===== config.mk =====
export PLATFORM = sky130hd
export DESIGN_NAME = i2s_tx
export DESIGN_NICKNAME = d
export VERILOG_FILES = /design/src/rtl/i2s_tx.sv
export SDC_FILE = /design/constraint.sdc
export NUM_CORES = 1
export LEC_CHECK = 0
export BUFFER_PORTS_ARGS = -buffer_cell sky130_fd_sc_hd__clkbuf_2
export CAP_MARGIN = 20
export CELL_PAD_IN_SITES_DETAIL_PLACEMENT = 1
export CELL_PAD_IN_SITES_GLOBAL_PLACEMENT = 1
export CORE_ASPECT_RATIO = 2
export CORE_UTILIZATION = 43
export CTS_BUF_LIST = sky130_fd_sc_hd__clkbuf_4 sky130_fd_sc_hd__clkbuf_8 sky130_fd_sc_hd__clkbuf_16
export DETAILED_ROUTE_END_ITERATION = 12
export PLACE_DENSITY_LB_ADDON = 0.1
export SLEW_MARGIN = 20
export SYNTH_ARGS = -nofsm -noshare
export SYNTH_HDL_FRONTEND = slang
export SYNTH_SLANG_ARGS = --single-unit

===== constraint.sdc =====
create_clock -name clk -period 1.8 [get_ports clk]
set_input_delay 0.27 -clock clk [delete_from_list [all_inputs] [get_ports clk]]
set_output_delay 0.27 -clock clk [all_outputs]
set_load 0.02 [all_outputs]

===== src/rtl/i2s_tx.sv =====
// I2S transmitter: decimates a 100 MHz mono stream to one sample per frame and
// serialises it as Philips I2S (32-bit slots, mono duplicated on L/R) with MCLK/BCLK/LRCK.
module i2s_tx #(
    parameter int unsigned MCLK_DIV_LOG2 = 3,
    parameter bit          OFFSET_BINARY = 1'b1
) (
    input  logic        clk,
    input  logic        rst_active_low,
    input  logic        enable,
    input  logic        mute,
    input  logic [15:0] sample_in,
    output logic        sample_req,
    output logic        mclk,
    output logic        bclk,
    output logic        lrck,
    output logic        sdata
);

    localparam int unsigned W       = MCLK_DIV_LOG2 + 8;
    localparam int unsigned BidxLsb = MCLK_DIV_LOG2 + 2;

    logic [W-1:0] cnt_q, cnt_d;
    logic [63:0]  sr_q, sr_d;
    logic         frame_end;
    logic         bclk_fall;
    logic [15:0]  s;

    // frame_end: next edge wraps cnt to 0; bclk_fall: next edge drives bclk low
    assign frame_end = &cnt_q;
    assign bclk_fall = &cnt_q[BidxLsb-1:0];

    always_comb begin
        s = sample_in;
        if (mute) begin
            s = 16'h0000;
        end else if (OFFSET_BINARY) begin
            s = sample_in ^ 16'h8000;
        end
    end

    always_comb begin
        cnt_d = cnt_q;
        sr_d  = sr_q;
        if (!enable) begin
            cnt_d = '0;
            sr_d  = '0;
        end else begin
            cnt_d = cnt_q + W'(1);
            if (frame_end) begin
                // Leading zero in each slot is the one-BCLK I2S delay bit
                sr_d = {1'b0, s, 15'b0, 1'b0, s, 15'b0};
            end else if (bclk_fall) begin
                sr_d = {sr_q[62:0], 1'b0};
            end
        end
    end

    always_ff @(posedge clk or negedge rst_active_low) begin
        if (!rst_active_low) begin
            cnt_q <= '0;
            sr_q  <= '0;
        end else begin
            cnt_q <= cnt_d;
            sr_q  <= sr_d;
        end
    end

    // Clocks come straight from counter flops so they cannot glitch
    assign mclk       = cnt_q[MCLK_DIV_LOG2-1];
    assign bclk       = cnt_q[MCLK_DIV_LOG2+1];
    assign lrck       = cnt_q[W-1];
    assign sdata      = sr_q[63];
    assign sample_req = enable & frame_end;

endmodule


# Yosys cells after proc, flatten, opt, wreduce, memory -nomap -nowiden
# Index checks and enable logic that the tools add are counted.
# op_classes
n_addsub	1
n_mul	0
div	0
order_cmp	0
n_eq_ne	1
n_shift	0
mux	5
bitwise_logic	2
n_reduce_logical	2
# op_table
op	n
two-way mux 64 bit	3
two-way mux 16 bit	1
adder 11 x 1 -> 11 bit, second input constant	1
two-way mux 11 bit	1
AND reduction 11 bit	1
AND reduction 5 bit	1
inequality test 3 x 1 -> 1 bit, second input constant	1
AND 1 bit	1
NOT 1 bit	1
# word_totals
regBits	75
latchBits	0
ram_bits	0
rom_bits	0
input_bits	20
output_inout_bits	5
elab_cells	13
memories	0

# Logic depth before layout (Yosys ltp)
# depth
depth_word	4
mapped_depth	8
mapped_depth_nobuf	5

# Worst setup path before layout
# OpenSTA, ideal clock, no wires.
# synth_path
path_kind	reg-to-reg
startpoint	reg cnt_q[0]
endpoint	reg sr_q[37]
setup_ns	0.119
t_arrival_ns	1.829
required_time_ns	1.681
slack_ns	-0.148
path_stages_with_launch	9
path_buffers	3
synth_period_minus_slack_ns	1.948
cell_sequence	dfrtp_1 > ha_1 > and3_1 > ha_1 > clkbuf_1 > buf_2 > buf_2 > mux2i_1 > nor2_1
# synth_between
elab_chain_len	3
word_cells_on_any_way	5
classes_between	eq/ne: 1; mux: 2; reduce/logical: 2
# synth_rtl
element	line_no	text
start, declared	22	logic [W-1:0] cnt_q, cnt_d;
start signal, assigned	63	cnt_q <= cnt_d;
AND reduction 11 bit	29	assign frame_end = &cnt_q;
two-way mux 64 bit	49	if (frame_end) begin
two-way mux 64 bit	44	if (!enable) begin
end signal, assigned	64	sr_q <= sr_d;
end, declared	23	logic [63:0] sr_q, sr_d;
# Several ways; a longest one is shown, not always the timed one.
# A chain may end at the register's enable or synchronous reset.

# Worst setup path after layout
# layout_path
startpoint	reg cnt_q[0]
endpoint	out sample_req
# layout_between
elab_chain_len	2
# layout_rtl
element	line_no	text
AND reduction 11 bit	29	
AND 1 bit	73	assign sample_req = enable & frame_end;
end, declared	12	output logic sample_req,
# No other way between the ends.

==> results.txt <==
For flop-to-flop paths, the worst setup slack is -0.03 ns. For this run the aggregate overflow at the end of global routing stands at 0. In this run, synthesis produced a sequential element count of 60. Along the worst path, the maximum fanout reaches 2.

The tightest slew margin relative to the limit is 70.9%. Dividing the final minimum period by the clock period gives 105%. The share of layout cells above drive strength 1 came out at 27.7%. After floorplanning, the core was divided into 41 placement rows. The maximum buffer depth of the clock tree came out at 2. The met2 wire length came out at roughly 3500 µm. At the worst endpoint, the required time is 1.53 ns. The slew at the pin closest to its max-slew limit came out at between 0.4 and 0.5 ns. In this run the clock root is driven by a clkbuf_16. The worst register-to-register path has a depth of 7.

The count of placed standard cells including taps is about 340. The critical path launch point type is a flop. For this block, wires on met1 add up to 2530 µm. The final setup slack of the worst path is -0.0947 ns. The cell family contributing the most delay on the critical path is simple AND/OR/NAND/NOR gates. The remaining design rule violation count is 0. The signal on the critical path passes through ha_4, nand4_4, or3_4, nor2_4, buf_6.

The count of yosys warnings during synthesis came out at 0. The final total power is around 3000 µW. The worst hold path terminates at sr_q[55]. The worst-case IR drop observed on VDD is 651 µV. The post-detailed-route wirelength per cell came out at 17.4 µm. The mean cell area of the mapped netlist came out at 11.7 µm². The number of global-route vias before repair is 2,072. The static leakage came out at between 0.001 and 0.0015 µW. In this design, the stage delay of the slowest critical-path cell is between 0.4 and 0.5 ns. The final weighted congestion in routability-driven placement came out at approximately 0.68. The largest individual stage delay along the critical path comes from the cell or3_4. After the first detailed-routing iteration, the DRC count stood at a little under 70. The number of optimization iterations in the first detailed-route pass is 4. Dividing total power by cell area gives a power density of between 800 and 900 nW/µm². The number of clock buffers inserted by TritonCTS is 9.

The number of failing setup endpoints in the final timing report came out at 5. After detailed routing, the number of vias per cell comes to 5.33. The timing-limited maximum frequency is 528 MHz.

The run finished, with violations left. The pre-CTS setup slack came out at 0.0522 ns. The final hold violation count came out at 0. Routed signal wires occupy layers up through met4. The number of buffers added on ports came out at 24. The hold path startpoint is sample_in[8]. The part of the Yosys area used for sequential elements is 54.1%. The I/O pin total came out at 25. The number of buffers and inverters on the critical path is 1. The cell depth of the worst hold path is 3.

The total clock sinks is 60. The maximum number of pins on one net before global-route repair is 61. The number of nets produced by synthesis came out at 259. The final reports fail on setup timing.

After synthesis the cells add up to 2780 µm². After detailed routing, the total wire length is approximately 6300 µm. The library cells used most frequently in the layout, excluding fill and tap cells, are 57 x dfrtp_1, 47 x mux2i_1, 23 x clkbuf_2. The layout-stage area growth over the synthesis result came out at 23.1%.

From bottom edge to top edge, the die measures about 120 µm. After layout, the minimum clock period comes to roughly 1.9 ns. The arrival time at the worst endpoint came out at 1.62 ns. The chip width came out at 58.8 µm.

The clock insertion delay at the later pin of the skew report came out at ~0.32 ns. The most frequent standard cell in the layout excluding fill and tap cells is dfrtp_1. The endpoint of the worst-slack reg-to-reg timing path is sr_q[28].

The total via count after detailed routing is around 1,900. In the synthesized netlist, the number of instances is 237. The number of antenna violations at the first check in global routing is 0.

The clock transition at the registers of the reported paths came out at approximately 0.050 ns. Across the routed clock network, the largest skew measured is between 0.005 and 0.006 ns. The class of the worst hold path is input port to flop. The worst setup path is captured at a primary output. The worst register-to-register path begins at cnt_q[0]. The estimated wirelength of the detail-placed design came out at 3870 µm. Synthesis instantiated 31 different standard cells from the library. TritonCTS built the clock tree.

The count of antenna diodes in the layout is 0. The final count of pins violating max slew is 0. The amount of wire on met3 after detailed routing came out at approximately 140 µm. Across the run, the number of max-cap violations was 0. The die covers ~7000 µm². The fill cell total of the finished layout came out at 681. The H-tree depth is 3. The overall routing resource usage came out at 20.5%.

The count of cells in the finished layout, fillers not included, comes to 360. Setup repair after global routing could not meet its margin everywhere. The path type of the worst setup path is flop to primary output. In this run the remaining antenna-violating nets after routing total 0. The first-pass GRT wire length is 10,200 µm. The final layout contains about 300 nets. The core outline area is 6260 µm².

The starting density of the core came out at 44.4%.
-- metrics by stage --
step / hold slack, ns / instance area [µm²] / util [%] / setup TNS, ns
after floorplan: -0.0256 / 2780 / - / 0
after global placement: 0.309 / 3030 / 48.4 / 0
after detailed placement: 0.308 / 3030 / 48.4 / 0
after CTS: 0.207 / 3340 / 53.4 / -0.111
after global routing: 0.226 / 3420 / 54.6 / -2.03
final: 0.216 / 3420 / 54.6 / -0.154
-- layout make-up --
class	count	area, µm²	area share, %
clock buffers	11	253	7.39
inverters	3	11.3	0.329
multi-input cells	157	1210	35.3
flip-flops and latches	60	1510	44.0
well taps	86	108	3.15
repair buffers	43	334	9.77
-- worst register-to-register path: cells and delay by family (launching register included) --
family | cells | cell delay, ns
flip-flops | 1 | 0.39
buffers and inverters | 2 | 0.34
AO/OA/AOI/OAI | 1 | 0.11
adder cells (fa/ha/maj) | 2 | 0.47
AND/OR/NAND/NOR | 1 | 0.16
multiplexers | 1 | 0.22
-- how the worst max path moves through the flow --
stage / startpoint / endpoint / slack, ns / depth (start not counted)
after floorplan: cnt_q[0] / sr_q[37] / 0.03 / 8
after global routing: cnt_q[0] / sample_req / -0.14 / 5
after CTS: cnt_q[1] / sample_req / -0.11 / 5
after global placement: cnt_q[1] / sample_req / 0.1 / 5
final: cnt_q[0] / sample_req / -0.09 / 5
after detailed placement: cnt_q[1] / sr_q[58] / 0.05 / 6
-- per-layer routing --
layer | track usage [%] | vias to the layer above
met2 | 35.7 | 25
met5 | 0 | -
met1 | 23.5 | 955
met3 | 3.68 | 9
li1 | - | 930
met4 | 10.0 | 0
-- state kept, by name, indices dropped and copies added, names as in the netlist --
| register | count |
|---|---|
| sr_q | 49 |
| cnt_q | 11 |
-- cell families (layout without fill, tap and decap cells) --
group	after synthesis	after routing	synth area share, %
buffers and inverters	20	57	4.01
flip-flops	60	60	54.1
AND/OR/NAND/NOR	60	60	12.5
AO/OA/AOI/OAI	44	44	10.2
multiplexers	49	49	17.7
adder cells (fa/ha/maj)	2	2	0.901
XOR/XNOR	2	2	0.631
-- where the power goes --
part	leakage, µW	switching [µW]	total, µW	internal [µW]
registers	0.000831	6.61	1360	1360
clock network	0.000125	525	1490	963
logic	0.000492	72.8	120	47.3
total	0.00145	605	2970	2370
-- timing repair --
action / in CTS / in global routing
endpoints found under the hold margin: 60 / 0
hold buffers: 1 / 0
endpoints found under the setup margin: 1 / 39
buffers inserted: 3 / 2
gates cloned: 0 / 2
gates resized for setup: 6 / 9
pin swaps: 1 / 2
-- Yosys cell counts --
cell | number | area [µm²]
buf_2 | 10 | 50.1
and2_1 | 2 | 12.5
clkinv_1 | 1 | 3.75
xnor2_1 | 2 | 17.5
dfrtp_1 | 60 | 1500
mux2i_1 | 49 | 490
nand2b_1 | 2 | 12.5
nor2_1 | 22 | 82.6
or4_1 | 2 | 15.0
nand4_1 | 15 | 93.8
nand2_1 | 3 | 11.3
and3_1 | 1 | 6.26
or3_1 | 4 | 25.0
ha_1 | 2 | 25.0
clkbuf_2 | 1 | 5.00
and4_1 | 2 | 17.5
o31ai_1 | 2 | 15.0
and4b_1 | 1 | 10.0
buf_4 | 2 | 15.0
o41ai_1 | 1 | 8.76
nand4_4 | 1 | 21.3
a21oi_1 | 7 | 35.0
o21ai_1 | 6 | 30.0
o31ai_4 | 1 | 21.3
o21ai_2 | 10 | 87.6
o21ai_0 | 17 | 85.1
nand3_1 | 3 | 15.0
buf_6 | 2 | 22.5
nand4_2 | 2 | 25.0
inv_1 | 2 | 7.51
clkbuf_1 | 2 | 7.51
Power figures use the tool's default switching activity.
